<file path="config.mk">
export PLATFORM = sky130hd
export DESIGN_NAME = memstream_axilite_loader_flat
export DESIGN_NICKNAME = d
export VERILOG_FILES = /design/src/rtl/memstream_axilite_loader_if.sv /design/src/rtl/memstream_axilite_loader.sv /design/src/flat_wrapper.sv
export SDC_FILE = /design/constraint.sdc
export NUM_CORES = 1
export LEC_CHECK = 0
export CAP_MARGIN = 30
export CORE_ASPECT_RATIO = 0.6
export CORE_MARGIN = 2
export CORE_UTILIZATION = 30
export CTS_CLUSTER_DIAMETER = 50
export DETAILED_ROUTE_END_ITERATION = 12
export DONT_BUFFER_PORTS = 1
export SLEW_MARGIN = 20
export SYNTH_ARGS = -nofsm -noshare
export SYNTH_HDL_FRONTEND = slang
export SYNTH_SLANG_ARGS = --single-unit
export TNS_END_PERCENT = 5
</file>
<file path="constraint.sdc">
create_clock -name ap_clk -period 2.6 [get_ports ap_clk]
set_input_delay 0.39 -clock ap_clk [delete_from_list [all_inputs] [get_ports ap_clk]]
set_output_delay 0.39 -clock ap_clk [all_outputs]
set_load 0.05 [all_outputs]
</file>
<file path="src/rtl/memstream_axilite_loader_if.sv">
`default_nettype none
// +----------------------------------------------------------------------------+
// | memstream_axilite_loader_if                                                |
// | Entry stream input plus AXI-lite write channels of the parameter loader.  |
// | Revision: 1.0                                                              |
// +----------------------------------------------------------------------------+
interface memstream_axilite_loader_if #(
    parameter int WIDTH      = 73,
    parameter int ADDR_WIDTH = 14
);
    logic                  s_axis_tready;
    logic                  s_axis_tvalid;
    logic [WIDTH-1:0]      s_axis_tdata;
    logic                  m_awvalid;
    logic                  m_awready;
    logic [ADDR_WIDTH-1:0] m_awaddr;
    logic [2:0]            m_awprot;
    logic                  m_wvalid;
    logic                  m_wready;
    logic [31:0]           m_wdata;
    logic [3:0]            m_wstrb;
    logic                  m_bvalid;
    logic                  m_bready;
    logic [1:0]            m_bresp;

    modport master (
        output s_axis_tready,
        input  s_axis_tvalid, s_axis_tdata,
        output m_awvalid, m_awaddr, m_awprot,
        input  m_awready,
        output m_wvalid, m_wdata, m_wstrb,
        input  m_wready,
        input  m_bvalid, m_bresp,
        output m_bready
    );

    modport slave (
        input  s_axis_tready,
        output s_axis_tvalid, s_axis_tdata,
        input  m_awvalid, m_awaddr, m_awprot,
        output m_awready,
        input  m_wvalid, m_wdata, m_wstrb,
        output m_wready,
        output m_bvalid, m_bresp,
        input  m_bready
    );
endinterface
`default_nettype wire

</file>
<file path="src/rtl/memstream_axilite_loader.sv">
`default_nettype none
// +----------------------------------------------------------------------------+
// | memstream_axilite_loader                                                   |
// | Streams DEPTH entries, splits each into 32-bit words, writes them over    |
// | AXI-lite at the folded word addresses of a memstream config port.         |
// | Revision: 1.0                                                              |
// +----------------------------------------------------------------------------+
module memstream_axilite_loader #(
    parameter int DEPTH = 912,
    parameter int WIDTH = 73
) (
    input  wire                         ap_clk,
    input  wire                         ap_rst_n,
    input  wire                         restart,
    memstream_axilite_loader_if.master  bus,
    output logic                        done,
    output logic                        err
);
    localparam int FOLD               = 1 + (WIDTH - 1) / 32;
    localparam int FOLD_LOG           = $clog2(FOLD);
    localparam int AXILITE_ADDR_WIDTH = $clog2(DEPTH * (2 ** FOLD_LOG)) + 2;
    localparam int WORD_ADDR_W        = AXILITE_ADDR_WIDTH - 2;
    localparam int IDX_W              = (DEPTH > 1) ? $clog2(DEPTH) : 1;
    localparam int J_W                = (FOLD > 1) ? FOLD_LOG : 1;
    localparam int ENTRY_W            = FOLD * 32;

    localparam logic [IDX_W-1:0] c_last_idx  = IDX_W'(DEPTH - 1);
    localparam logic [J_W-1:0]   c_last_word = J_W'(FOLD - 1);

    typedef enum logic [1:0] {
        S_IDLE  = 2'd0,
        S_WRITE = 2'd1,
        S_RESP  = 2'd2,
        S_DONE  = 2'd3
    } state_t;

    state_t             r_state;
    logic [IDX_W-1:0]   r_idx;
    logic [J_W-1:0]     r_word;
    logic [ENTRY_W-1:0] r_entry;
    logic               r_tready;
    logic               r_awvalid;
    logic               r_wvalid;
    logic               r_bready;
    logic               r_done;
    logic               r_err;

    logic [WORD_ADDR_W-1:0] w_word_addr;
    logic                   w_aw_fin;
    logic                   w_w_fin;

    // j never reaches 2**FOLD_LOG, so OR-ing it in equals adding it
    assign w_word_addr = (WORD_ADDR_W'(r_idx) << FOLD_LOG) | WORD_ADDR_W'(r_word);
    assign w_aw_fin    = !r_awvalid || bus.m_awready;
    assign w_w_fin     = !r_wvalid  || bus.m_wready;

    assign bus.s_axis_tready = r_tready;
    assign bus.m_awvalid     = r_awvalid;
    assign bus.m_awaddr      = {w_word_addr, 2'b00};
    assign bus.m_awprot      = 3'b000;
    assign bus.m_wvalid      = r_wvalid;
    assign bus.m_wdata       = r_entry[{r_word, 5'd0} +: 32];
    assign bus.m_wstrb       = 4'hF;
    assign bus.m_bready      = r_bready;
    assign done              = r_done;
    assign err               = r_err;

    always_ff @(posedge ap_clk or negedge ap_rst_n) begin
        if (!ap_rst_n) begin
            r_state   <= S_IDLE;
            r_idx     <= '0;
            r_word    <= '0;
            r_entry   <= '0;
            r_tready  <= 1'b0;
            r_awvalid <= 1'b0;
            r_wvalid  <= 1'b0;
            r_bready  <= 1'b0;
            r_done    <= 1'b0;
            r_err     <= 1'b0;
        end else begin
            case (r_state)
                S_IDLE: begin
                    if (restart) begin
                        r_done <= 1'b0;
                        r_err  <= 1'b0;
                        r_idx  <= '0;
                        r_word <= '0;
                    end
                    // An entry offered together with restart is still taken, as entry 0
                    if (bus.s_axis_tvalid && r_tready) begin
                        r_entry   <= ENTRY_W'(bus.s_axis_tdata);
                        r_word    <= '0;
                        r_tready  <= 1'b0;
                        r_awvalid <= 1'b1;
                        r_wvalid  <= 1'b1;
                        r_state   <= S_WRITE;
                    end else begin
                        r_tready  <= 1'b1;
                    end
                end
                S_WRITE: begin
                    if (r_awvalid && bus.m_awready) r_awvalid <= 1'b0;
                    if (r_wvalid && bus.m_wready)   r_wvalid  <= 1'b0;
                    if (w_aw_fin && w_w_fin) begin
                        r_bready <= 1'b1;
                        r_state  <= S_RESP;
                    end
                end
                S_RESP: begin
                    if (bus.m_bvalid) begin
                        r_bready <= 1'b0;
                        if (bus.m_bresp != 2'b00) r_err <= 1'b1;
                        if (r_word != c_last_word) begin
                            r_word    <= r_word + 1'b1;
                            r_awvalid <= 1'b1;
                            r_wvalid  <= 1'b1;
                            r_state   <= S_WRITE;
                        end else if (r_idx != c_last_idx) begin
                            r_idx    <= r_idx + 1'b1;
                            r_word   <= '0;
                            r_tready <= 1'b1;
                            r_state  <= S_IDLE;
                        end else begin
                            r_done  <= 1'b1;
                            r_state <= S_DONE;
                        end
                    end
                end
                S_DONE: begin
                    if (restart) begin
                        r_done   <= 1'b0;
                        r_err    <= 1'b0;
                        r_idx    <= '0;
                        r_word   <= '0;
                        r_tready <= 1'b1;
                        r_state  <= S_IDLE;
                    end
                end
                default: r_state <= S_IDLE;
            endcase
        end
    end
endmodule
`default_nettype wire

</file>
<file path="src/flat_wrapper.sv">
// flat-port wrapper written by rule: the top's interface ports become plain ports
module memstream_axilite_loader_flat 
#(
    parameter int DEPTH = 912,
    parameter int WIDTH = 73
)
  (ap_clk, ap_rst_n, restart, done, err, bus_s_axis_tready, bus_s_axis_tvalid, bus_s_axis_tdata, bus_m_awvalid, bus_m_awaddr, bus_m_awprot, bus_m_awready, bus_m_wvalid, bus_m_wdata, bus_m_wstrb, bus_m_wready, bus_m_bvalid, bus_m_bresp, bus_m_bready);
  memstream_axilite_loader_if #(.WIDTH(WIDTH), .ADDR_WIDTH((14))) bus_i ();
  input  wire ap_clk;
  input  wire ap_rst_n;
  input  wire restart;
  output logic done;
  output logic err;
  output wire logic [$bits(bus_i.s_axis_tready)-1:0] bus_s_axis_tready;
  input wire logic [$bits(bus_i.s_axis_tvalid)-1:0] bus_s_axis_tvalid;
  input wire logic [$bits(bus_i.s_axis_tdata)-1:0] bus_s_axis_tdata;
  output wire logic [$bits(bus_i.m_awvalid)-1:0] bus_m_awvalid;
  output wire logic [$bits(bus_i.m_awaddr)-1:0] bus_m_awaddr;
  output wire logic [$bits(bus_i.m_awprot)-1:0] bus_m_awprot;
  input wire logic [$bits(bus_i.m_awready)-1:0] bus_m_awready;
  output wire logic [$bits(bus_i.m_wvalid)-1:0] bus_m_wvalid;
  output wire logic [$bits(bus_i.m_wdata)-1:0] bus_m_wdata;
  output wire logic [$bits(bus_i.m_wstrb)-1:0] bus_m_wstrb;
  input wire logic [$bits(bus_i.m_wready)-1:0] bus_m_wready;
  input wire logic [$bits(bus_i.m_bvalid)-1:0] bus_m_bvalid;
  input wire logic [$bits(bus_i.m_bresp)-1:0] bus_m_bresp;
  output wire logic [$bits(bus_i.m_bready)-1:0] bus_m_bready;
  assign bus_s_axis_tready = bus_i.s_axis_tready;
  assign bus_i.s_axis_tvalid = bus_s_axis_tvalid;
  assign bus_i.s_axis_tdata = bus_s_axis_tdata;
  assign bus_m_awvalid = bus_i.m_awvalid;
  assign bus_m_awaddr = bus_i.m_awaddr;
  assign bus_m_awprot = bus_i.m_awprot;
  assign bus_i.m_awready = bus_m_awready;
  assign bus_m_wvalid = bus_i.m_wvalid;
  assign bus_m_wdata = bus_i.m_wdata;
  assign bus_m_wstrb = bus_i.m_wstrb;
  assign bus_i.m_wready = bus_m_wready;
  assign bus_i.m_bvalid = bus_m_bvalid;
  assign bus_i.m_bresp = bus_m_bresp;
  assign bus_m_bready = bus_i.m_bready;
  memstream_axilite_loader #(.DEPTH(DEPTH), .WIDTH(WIDTH)) u_core (.ap_clk(ap_clk), .ap_rst_n(ap_rst_n), .restart(restart), .bus(bus_i), .done(done), .err(err));
endmodule
</file>
==> Word-level counts from Yosys, hierarchy flattened <==
Index checks and enable logic that the tools add are counted.
{ "word_totals": {"ff_bits": 93, "input_bits": 82, "out_inout_bits": 59, "elab_cells": 99} }
{ "op_classes": {"n_addsub": 2, "n_eq_ne": 18, "shifts": 1, "muxes": 42, "n_bitwise": 1, "reduce_logical": 25} }
{ "op_table": {"columns": ["op", "n"], "rows": [
  ["96-bit by 8-bit variable part select with 32-bit output", 1],
  ["10-bit 2-to-1 mux", 4],
  ["5-bit AND reduction", 5],
  ["2-bit 2-to-1 mux", 11],
  ["10-bit case mux with 2 select lines", 1],
  ["1-bit 2-to-1 mux", 18],
  ["2-bit by 1-bit != test with 1-bit output (second input constant)", 8],
  ["12-bit by 2-bit OR with 12-bit output", 1],
  ["10-bit by 1-bit adder with 10-bit output (second input constant)", 1],
  ["10-bit != test (second input constant)", 1],
  ["2-bit != test (second input constant)", 5],
  ["1-bit case mux with 3 select lines", 3],
  ["2-bit case mux with 4 select lines", 1],
  ["4-bit AND reduction", 2],
  ["1-bit case mux with 2 select lines", 3],
  ["2-bit case mux with 3 select lines", 1],
  ["3-bit AND reduction", 2],
  ["2-bit nonzero test", 3],
  ["3-bit nonzero test", 2],
  ["2-bit == test (second input constant)", 2],
  ["1-bit logical AND", 4],
  ["3-bit by 1-bit != test with 1-bit output (second input constant)", 1],
  ["2-bit by 1-bit adder with 2-bit output (second input constant)", 1],
  ["2-bit by 1-bit == test with 1-bit output (second input constant)", 1],
  ["other kinds (5)", 7]
]} }

==> Depth between registers and ports, before layout <==
Gate-level depths: netlist of run 1.
{ "logic_depth": {"ltp_word": 5, "mapped_depth": 8} }

==> Worst setup path before layout of run 1 <==
Ideal clock, no wire load.
{ "synth_timing": {"path_type": "register to output", "start": "register u_core.r_word[1]", "end": "output bus_m_wdata[0]", "arrival_time_ns": 2.483, "required_time_ns": 2.210, "slack_ns": -0.273, "stages_incl_launch_ff": 5, "path_buffers": 2, "cell_sequence": "dfrtp_1 > buf_2 > buf_1 > mux2i_1 > o21ai_0"} }
{ "synth_via": {"elab_chain_cells": 1} }
{ "synth_rtl": {"columns": ["item", "line", "text"], "rows": [
  ["start, declared", "memstream_axilite_loader.sv:39", "logic [J_W-1:0] r_word;"],
  ["start signal, assigned", "memstream_axilite_loader.sv:114", "r_word <= r_word + 1'b1;"],
  ["96-bit by 8-bit variable part select with 32-bit output", "memstream_axilite_loader.sv:62", "assign bus.m_wdata = r_entry[{r_word, 5'd0} +: 32];"],
  ["end, declared", "flat_wrapper.sv:22", "output wire logic [$bits(bus_i.m_wdata)-1:0] bus_m_wdata;"]
]} }
Every way passes these cells.

==> Worst setup path in the final report of run 1 <==
{ "layout_timing": {"start": "register u_core.r_word[1]", "end": "output bus_m_wdata[1]"} }
Same word-level chain as after synthesis.

==> results of run 1 <==
## registers in the layout (all words and copies together) (netlist names)
register / count
u_core.r_entry: 73
u_core.r_idx: 10
u_core.r_state: 2
u_core.r_word: 2
u_core.bus.m_awvalid: 1
u_core.bus.m_bready: 1
u_core.bus.m_wvalid: 1
u_core.bus.s_axis_tready: 1
u_core.done: 1
u_core.err: 1
## metrics by stage
step                      utilization (%)  cells  area, um^2  worst slack (ns)  hold slack (ns)
after floorplan                         -    383        4580            -0.273           0.0944
after global placement               35.5    602        5210             0.598           0.0969
after detailed placement             35.5    602        5210             0.532           0.0967
after CTS                            37.9    620        5560             0.392            0.173
after global routing                 37.9    620        5560             0.279            0.168
final                                37.9    620        5560             0.447            0.194
## path summary, 6_finish.rpt
kind | start | end | slack, ns | depth (start not counted)
worst max-delay path | u_core.r_word[1] | bus_m_wdata[1] | 0.45 | 4
min in group asynchronous | ap_rst_n | u_core.r_entry[9] | 0.64 | 2
worst min-delay path | bus_s_axis_tdata[37] | u_core.r_entry[37] | 0.19 | 1
max in group asynchronous | ap_rst_n | u_core.r_word[0] | 1.57 | 2
worst max register to register | u_core.r_state[0] | u_core.r_idx[5] | 0.46 | 6
worst min register to register | u_core.r_entry[26] | u_core.r_entry[26] | 0.51 | 1
## synth_stat cells (all sizes together), types with 5 or more instances
library cell  count  area, um^2
mux2             77         867
mux2i            34         340
nand2            20        77.6
dfrtp            93        2330
ha                5        62.6
clkbuf           14        53.8
o21ai            14        70.1
inv              11        41.3
nor2             27         101
buf              15        96.3
nor3              5        25.0
## kinds of logic after synthesis
group / Yosys count / synth area share [%]
compound gates: 52 / 8.92
fa+ha+maj: 5 / 1.37
buf+inv: 40 / 4.20
flops: 93 / 51.1
mux: 111 / 26.5
other cells: 2 / 0.165
simple gates: 73 / 7.77
## timing repair
| action | 4_1_cts | 5_1_grt |
|---|---|---|
| endpoints found under the hold margin | 93 | 0 |
| hold buffers | 2 | 0 |
| buffers inserted | 0 | 0 |
## routing by layer
metal  routed length (um)  up-vias  share of wire [%]  track usage [%]
met5                   13        -               0.12                0
met4                   60        2               0.54             3.06
met3                 1260       10                 11             7.96
met2                 4850      119                 44             21.0
met1                 4870     1570                 44             18.2
li1                     -     1423                  -                -
## critical path: stages, from the launching register on
cell     delay (ns)
dfrtp_2        0.55
buf_4          0.34
mux2i_1        0.11
o21ai_1        0.24
buf_12         0.18
## area by class of cell
cell class / count / area [um^2]
repair buffers: 52 / 551
fillers: 1416 / 9120
multi-input cells: 250 / 2080
inverters: 11 / 41.3
clock buffers: 9 / 225
flip-flops and latches: 93 / 2330
clock inverters: 7 / 87.6
well taps: 198 / 248
==> results_dict.tcl, run 1 <==
set metrics [dict create \
    grt_overflow 0 \
    drc_errors 0 \
    path_class "flip-flop to output pin" \
    grt_pass1_wl_um 17700 \
    post_drt_wl_per_cell_um 17.8 \
    synth_cells 376 \
    ios 141 \
    clkLatencyLatePin_ns 0.34 \
    layout_commonest_cell "dfrtp_1" \
    clkSinkCount 93 \
    synth_edf_count 0 \
    clk_pin_slew_ns 0.08 \
    layout_common_cells "dfrtp_1 (91), mux2_2 (77), buf_4 (39)" \
    worstMarginPinSlew_ns 0.678 \
    dr.pass1.iters 4 \
    ant_nets 0 \
    initial_utilization_pct 31.0 \
    rsz0062_at_grt "false" \
    fin_tns_setup_ns 0 \
    grtUsageTotal_pct 14.2 \
    nets 504 \
    htree_num_levels 3 \
    critPathLaunchType "flip-flop" \
    avgSynthCellArea_um2 12.1 \
    ys_seq_elements 93 \
    synth_cell_types 48 \
    place_hpwl_um 8010 \
    dieWidth_um 163 \
    grt_pass1_vias 3237 \
    drive_gt1_share_pct 36.7 \
    synthFlopType "dfrtp_1" \
    fp.dieH_um 99.5 \
    yosys_warnings 0 \
    timing.final.crit_share_pct 82.8 \
    max_freq_mhz 464 \
    gp_congestion 0.873 \
    cap_violations 0 \
    path_max_fanout 16 \
    required_ns 2.21 \
    hold_viol_final 0 \
    via_count 3124 \
    fin_skew_ns 0.00766 \
    vias_per_cell 5.04 \
    cts_made_buffers 9 \
    cts_buffer_depth 2 \
    period_needed_ns 2.15 \
    rows 34 \
    tritoncts "built" \
    worstPathArrival_ns 1.76 \
    status "complete, no violations" \
    crit_path_end_kind "output pin" \
    root_buffer "clkbuf_16" \
    core-area_um2 14700 \
    antenna_found_initial 1 \
    wirelength_um 11100 \
    first_iter_violations 189 \
    max-slew-margin-rel_pct 54.8 \
    dieArea_um2 16200 \
    async_flop_share_pct 100 \
    diodes 0 \
    cts_resized 0 \
    grt_max_degree 94 \
    slew_viol_final 0 \
    setup_viol 0 \
    ys_seq_area_share_pct 51.1 \
    area_growth_pct 22.0 \
    io_buffer_count 0 \
    min_path_type "input pin to flip-flop" \
    synthesis.area_um2 4560 \
]
Power of run 1 is not shown: default switching activity piles up to over one toggle a cycle in this logic, so the estimate is an artifact.
==> run 2, diff against run 1 <==
==> constraint.sdc (replaced) <==
create_clock -name ap_clk -period 1.8 [get_ports ap_clk]
set_input_delay 0.27 -clock ap_clk [delete_from_list [all_inputs] [get_ports ap_clk]]
set_output_delay 0.27 -clock ap_clk [all_outputs]
set_load 0.05 [all_outputs]
==> run 2 against run 1 <==
The flow now finishes with violations (negative hold slack, negative setup slack). Die area unchanged. Sequential share of layout area down 6.2 points. Setup slack worse by 0.51 ns. Flip-flop and latch count unchanged. Hold slack worse by 0.59 ns. Global-route usage up 1.1 points. Routed wire length up 9.4%. First-iteration DRC count down 48%. Critical path type unchanged. Largest cell class is now multi-input gates.
==> results_dict.tcl, run 2 (synthesis results as in run 1) <==
set metrics [dict create \
    slew_viol_final 0 \
    final_core_util_pct 44.5 \
    core-area_um2 14700 \
    cap_violations 0 \
    grt_max_degree 94 \
    cp_top_family "flip-flops" \
    clkLatencyLatePin_ns 0.34 \
    rr_worst_depth 7 \
    dr.pass1.iters 4 \
    largestRegisters "u_core.r_entry x73, u_core.r_idx x10" \
    critPathLaunchType "flip-flop" \
    grt_pass1_wl_um 19200 \
    largest_reg_flops 73 \
    initial_utilization_pct 31.0 \
    clk_pin_slew_ns 0.08 \
    fin_skew_ns 0.00843 \
    dieArea_um2 16200 \
    crit_start "u_core.r_word[1]" \
    first_iter_violations 99 \
    worst_path_most_repeated_cell "buf_12" \
    crit_buf_inv 3 \
    hold_viol_final 93 \
    root_buffer "clkbuf_16" \
    endpoint "bus_m_wdata[6]" \
    fin_tns_setup_ns -0.996 \
    min_path_type "input pin to async pin" \
    fill_cells 1336 \
    status "complete, but fails checks" \
    max_freq_mhz 537 \
    clkSinkCount 93 \
    ant_nets 0 \
    grtUsageTotal_pct 15.2 \
    groute.layer.met3.usage_pct 8.42 \
    htree_num_levels 3 \
    drive_gt1_share_pct 57.0 \
    violations "negative hold slack, negative setup slack" \
    dieWidth_um 163 \
    reg2reg_slack_ns -0.03 \
    crit_path_end_kind "output pin" \
    top_register "u_core.r_entry" \
    whs_ns -0.392 \
    r2r_end "u_core.r_idx[3]" \
    nets 538 \
    period_needed_ns 1.86 \
    setup_slack_ns -0.0631 \
    grt_overflow 0 \
    crit_slowest_cell "dfrtp_4" \
    worstPathArrival_ns 1.59 \
    final_cells 655 \
    required_ns 1.53 \
    rows 34 \
    setup_viol 27 \
    timing.final.crit_share_pct 104 \
    layout_common_cells "dfrtp_1 (88), mux2_2 (76), buf_4 (42)" \
    via_count 3298 \
    drc_errors 0 \
    place_hpwl_um 8560 \
    io_buffer_count 0 \
    place_inst 629 \
    tritoncts "built" \
    grtUsageMet1_pct 21.1 \
    r2r-start "u_core.r_state[0]" \
    layout_commonest_cell "dfrtp_1" \
    grt_pass1_vias 3414 \
    path_class "flip-flop to output pin" \
    gp_congestion 0.802 \
    worstMarginPinSlew_ns 0.502 \
    post_drt_wl_per_cell_um 18.5 \
    fp.dieH_um 99.5 \
    cp.depth 6 \
    area_growth_pct 43.5 \
    grt-busiest-layer "met1" \
    cts_made_buffers 9 \
    antenna_found_initial 4 \
    vias_per_cell 5.04 \
    crit_chain "buf_12, nor2b_4, buf_6, nand2_2, o21ai_2, buf_12" \
    cts_buffer_depth 2 \
    max-slew-margin-rel_pct 66.5 \
    use_met2_pct 20.6 \
    path_max_fanout 7 \
    slowest_delay_ns 0.51 \
    wirelength_um 12100 \
    ios 141 \
    rsz0062_at_grt "true" \
]
run 2: cell types whose count changed in the layout (fill, tap and decap cells not counted), sizes merged:
cell,previous run,this run
clkbuf,9,11
bufinv,1,0
clkinvlp,0,1
diode,0,1
bufbuf,0,1
dlygate4sd3,1,0
buf,51,84
inv,16,15
run 2: final cells by class:
type                       instances  area [um^2]  share of cell area (%)
antenna                            1         2.50                  0.0383
clock inverter                     6         61.3                   0.938
timing repair buffer              86         1130                    17.4
tap                              198          248                    3.79
clock buffer                      10          229                    3.50
multi-input combinational        250         2480                    38.0
sequential                        93         2340                    35.7
inverter                          11         41.3                   0.632
run 2: how the worst min path moves through the flow:
| stage | start | to | slack (ns) | cells after the start |
|---|---|---|---|---|
| floorplan | ap_rst_n | u_core.bus.m_awvalid | -0.03 | 0 |
| detailed placement | ap_rst_n | u_core.r_idx[8] | -0.02 | 0 |
| global placement | ap_rst_n | u_core.r_idx[2] | -0.02 | 0 |
| finish | ap_rst_n | u_core.r_idx[2] | -0.39 | 0 |
| CTS | ap_rst_n | u_core.r_idx[2] | -0.40 | 0 |
| global route | ap_rst_n | u_core.r_idx[8] | -0.41 | 0 |
run 2: repair_timing:
item | in CTS | in global routing
endpoints found under the hold margin | 93 | 93
gates resized for setup | 35 | 22
endpoints found under the setup margin | 43 | 48
cloned | 2 | 1
setup buffers | 2 | 4
pin swaps | 4 | 4
run 2: metrics by stage:
| step | instance area (um^2) | setup slack, ns |
|---|---|---|
| floorplan | 4830 | -0.121 |
| global placement | 5930 | 0.0208 |
| detailed placement | 5930 | -0.0460 |
| CTS | 6380 | -0.0938 |
| global route | 6540 | -0.130 |
| finish | 6540 | -0.0631 |
run 2: worst register-to-register path: cells and delay by family (launching register included):
kind / cells / cell delay [ns]
compound gates: 2 / 0.47
flops: 1 / 0.40
fa+ha+maj: 1 / 0.33
buf+inv: 2 / 0.23
mux: 1 / 0.22
simple gates: 1 / 0.07
run 2: layer usage:
layer  part of all wire, %  up-vias
li1                      -     1504
met1                    47     1670
met2                    42      106
met3                    11       14
met4                  0.73        4
met5                  0.22        -
Power of run 2 is left out for the same reason.
==> run 3, diff against run 2 <==
--- a/config.mk
+++ b/config.mk
@@ -8,10 +8,11 @@
 export CAP_MARGIN = 30
 export CORE_ASPECT_RATIO = 0.6
 export CORE_MARGIN = 2
-export CORE_UTILIZATION = 30
+export CORE_UTILIZATION = 60
 export CTS_CLUSTER_DIAMETER = 50
 export DETAILED_ROUTE_END_ITERATION = 12
 export DONT_BUFFER_PORTS = 1
+export PLACE_DENSITY = 0.76
 export SLEW_MARGIN = 20
 export SYNTH_ARGS = -nofsm -noshare
 export SYNTH_HDL_FRONTEND = slang
==> constraint.sdc (replaced) <==
create_clock -name ap_clk -period 2.02 [get_ports ap_clk]
set_input_delay 0.303 -clock ap_clk [delete_from_list [all_inputs] [get_ports ap_clk]]
set_output_delay 0.303 -clock ap_clk [all_outputs]
set_load 0.05 [all_outputs]
==> run 3 against run 2 <==
Die area is 49% lower. Setup slack better by 0.13 ns. Highest routed layer is now met4. Via count is 3.8% lower. The flow finishes with violations (negative hold slack). Flip-flop and latch count did not move. Global-route usage rose by 10 points.
==> results_dict.tcl, run 3 (synthesis results as in run 1) <==
set metrics [dict create \
    status "complete, but fails checks" \
    violations "negative hold slack" \
    layout_common_cells "dfrtp_1 (91), mux2_2 (77), buf_4 (50)" \
    grt_pass1_wl_um 16100 \
    fin_tns_setup_ns 0 \
    grt_overflow 0 \
    dieArea_um2 8330 \
    ios 141 \
    crit_path_end_kind "output pin" \
    drive_gt1_share_pct 45.5 \
    grt_max_degree 94 \
    required_ns 1.72 \
    tritoncts "built" \
    core-area_um2 7300 \
    clkSinkCount 93 \
    via_count 3174 \
    timing.final.crit_share_pct 96.8 \
    endpoint "bus_m_wdata[16]" \
    dr.pass1.iters 7 \
    fp.dieH_um 71.5 \
    critPathLaunchType "flip-flop" \
    reg2reg_slack_ns 0.13 \
    crit_start "u_core.r_word[0]" \
    r2r-start "u_core.r_state[0]" \
    place_hpwl_um 7350 \
    root_buffer "clkbuf_16" \
    worstPathArrival_ns 1.65 \
    io_buffer_count 0 \
    area_growth_pct 23.6 \
    post_drt_wl_per_cell_um 18.7 \
    dieWidth_um 117 \
    largestRegisters "u_core.r_entry x73, u_core.r_idx x10" \
    fin_area_um2 5630 \
    first_iter_violations 230 \
    vias_per_cell 5.91 \
    slew_viol_final 0 \
    fin_skew_ns 0.00732 \
    grtUsageTotal_pct 25.3 \
    clk_pin_slew_ns 0.07 \
    nets 515 \
    htree_num_levels 3 \
    cts_buffer_depth 2 \
    period_needed_ns 1.96 \
    largest_reg_flops 73 \
    antenna_found_initial 0 \
    rr_worst_depth 6 \
    cts_made_buffers 9 \
    wirelength_um 10000 \
    r2r_end "u_core.done" \
    place_ws_ns 0.0670 \
    setup_slack_ns 0.0639 \
    gp_congestion 0.889 \
    rows 24 \
    diodes 0 \
    whs_ns -0.347 \
    top_register "u_core.r_entry" \
    cap_violations 0 \
    min_path_type "input pin to async pin" \
    ant_nets 0 \
    layout_commonest_cell "dfrtp_1" \
    path_max_fanout 22 \
    grt_pass1_vias 3280 \
    setup_viol 0 \
    clkLatencyLatePin_ns 0.34 \
    rsz0062_at_grt "true" \
    drc_errors 0 \
    final_core_util_pct 77.2 \
    path_class "flip-flop to output pin" \
    hold_viol_final 93 \
    initial_utilization_pct 62.4 \
    placed_area_um2 5260 \
    max_freq_mhz 511 \
]
## run 3: cell types whose count changed in the layout (fill, tap and decap cells not counted), moves of 10 or more
cell	previous run	this run
buf_12	33	11
mux2i_1	17	33
mux2i_2	15	1
nand2_1	9	19
nand2_2	11	1
nor2_2	1	21
nor2_4	21	0
## run 3: area by class of cell
class,instances,area [um^2]
clock buffers,10,239
clock inverters,6,93.8
fillers,469,1670
inverters,11,41.3
multi-input cells,250,2170
flip-flops and latches,93,2330
well taps,104,130
repair buffers,63,622
## run 3: stage by stage
stage               instances  hold slack, ns
floorplan                 383         0.00741
global placement          521         0.00874
detailed placement        521         0.00851
CTS                       537          -0.362
global route              537          -0.366
finish                    537          -0.347
## run 3: layer usage
metal | vias to the layer above | global-route usage [%] | wire [um] | part of all wire (%)
li1 | 1439 | - | - | -
met1 | 1560 | 31.7 | 4040 | 40
met2 | 158 | 40.3 | 4730 | 47
met3 | 17 | 11.5 | 1140 | 11
met4 | 0 | 6.75 | 133 | 1.3
met5 | - | 0 | 0 | 0
## run 3: what timing repair did
action,CTS,global route
setup endpoints to repair,5,15
setup buffers,0,0
resized for setup,2,7
endpoints found under the hold margin,93,93
## run 3: worst max-delay path, cell delays in order (launching register included)
cell and delay [ns]:
dfrtp_4 0.57, buf_12 0.24, mux2i_1 0.25, nor2_2 0.05, buf_4 0.20
## run 3: how the worst min path moves through the flow
stage / to / startpoint / slack [ns]
final: u_core.r_entry[7] / ap_rst_n / -0.35
after floorplan: u_core.bus.m_awvalid / ap_rst_n / 0.007
after CTS: u_core.r_entry[0] / ap_rst_n / -0.36
after global routing: u_core.r_entry[0] / ap_rst_n / -0.37
after detailed placement: u_core.r_entry[7] / ap_rst_n / 0.009
after global placement: u_core.r_entry[39] / ap_rst_n / 0.009
Power of run 3 is left out for the same reason.
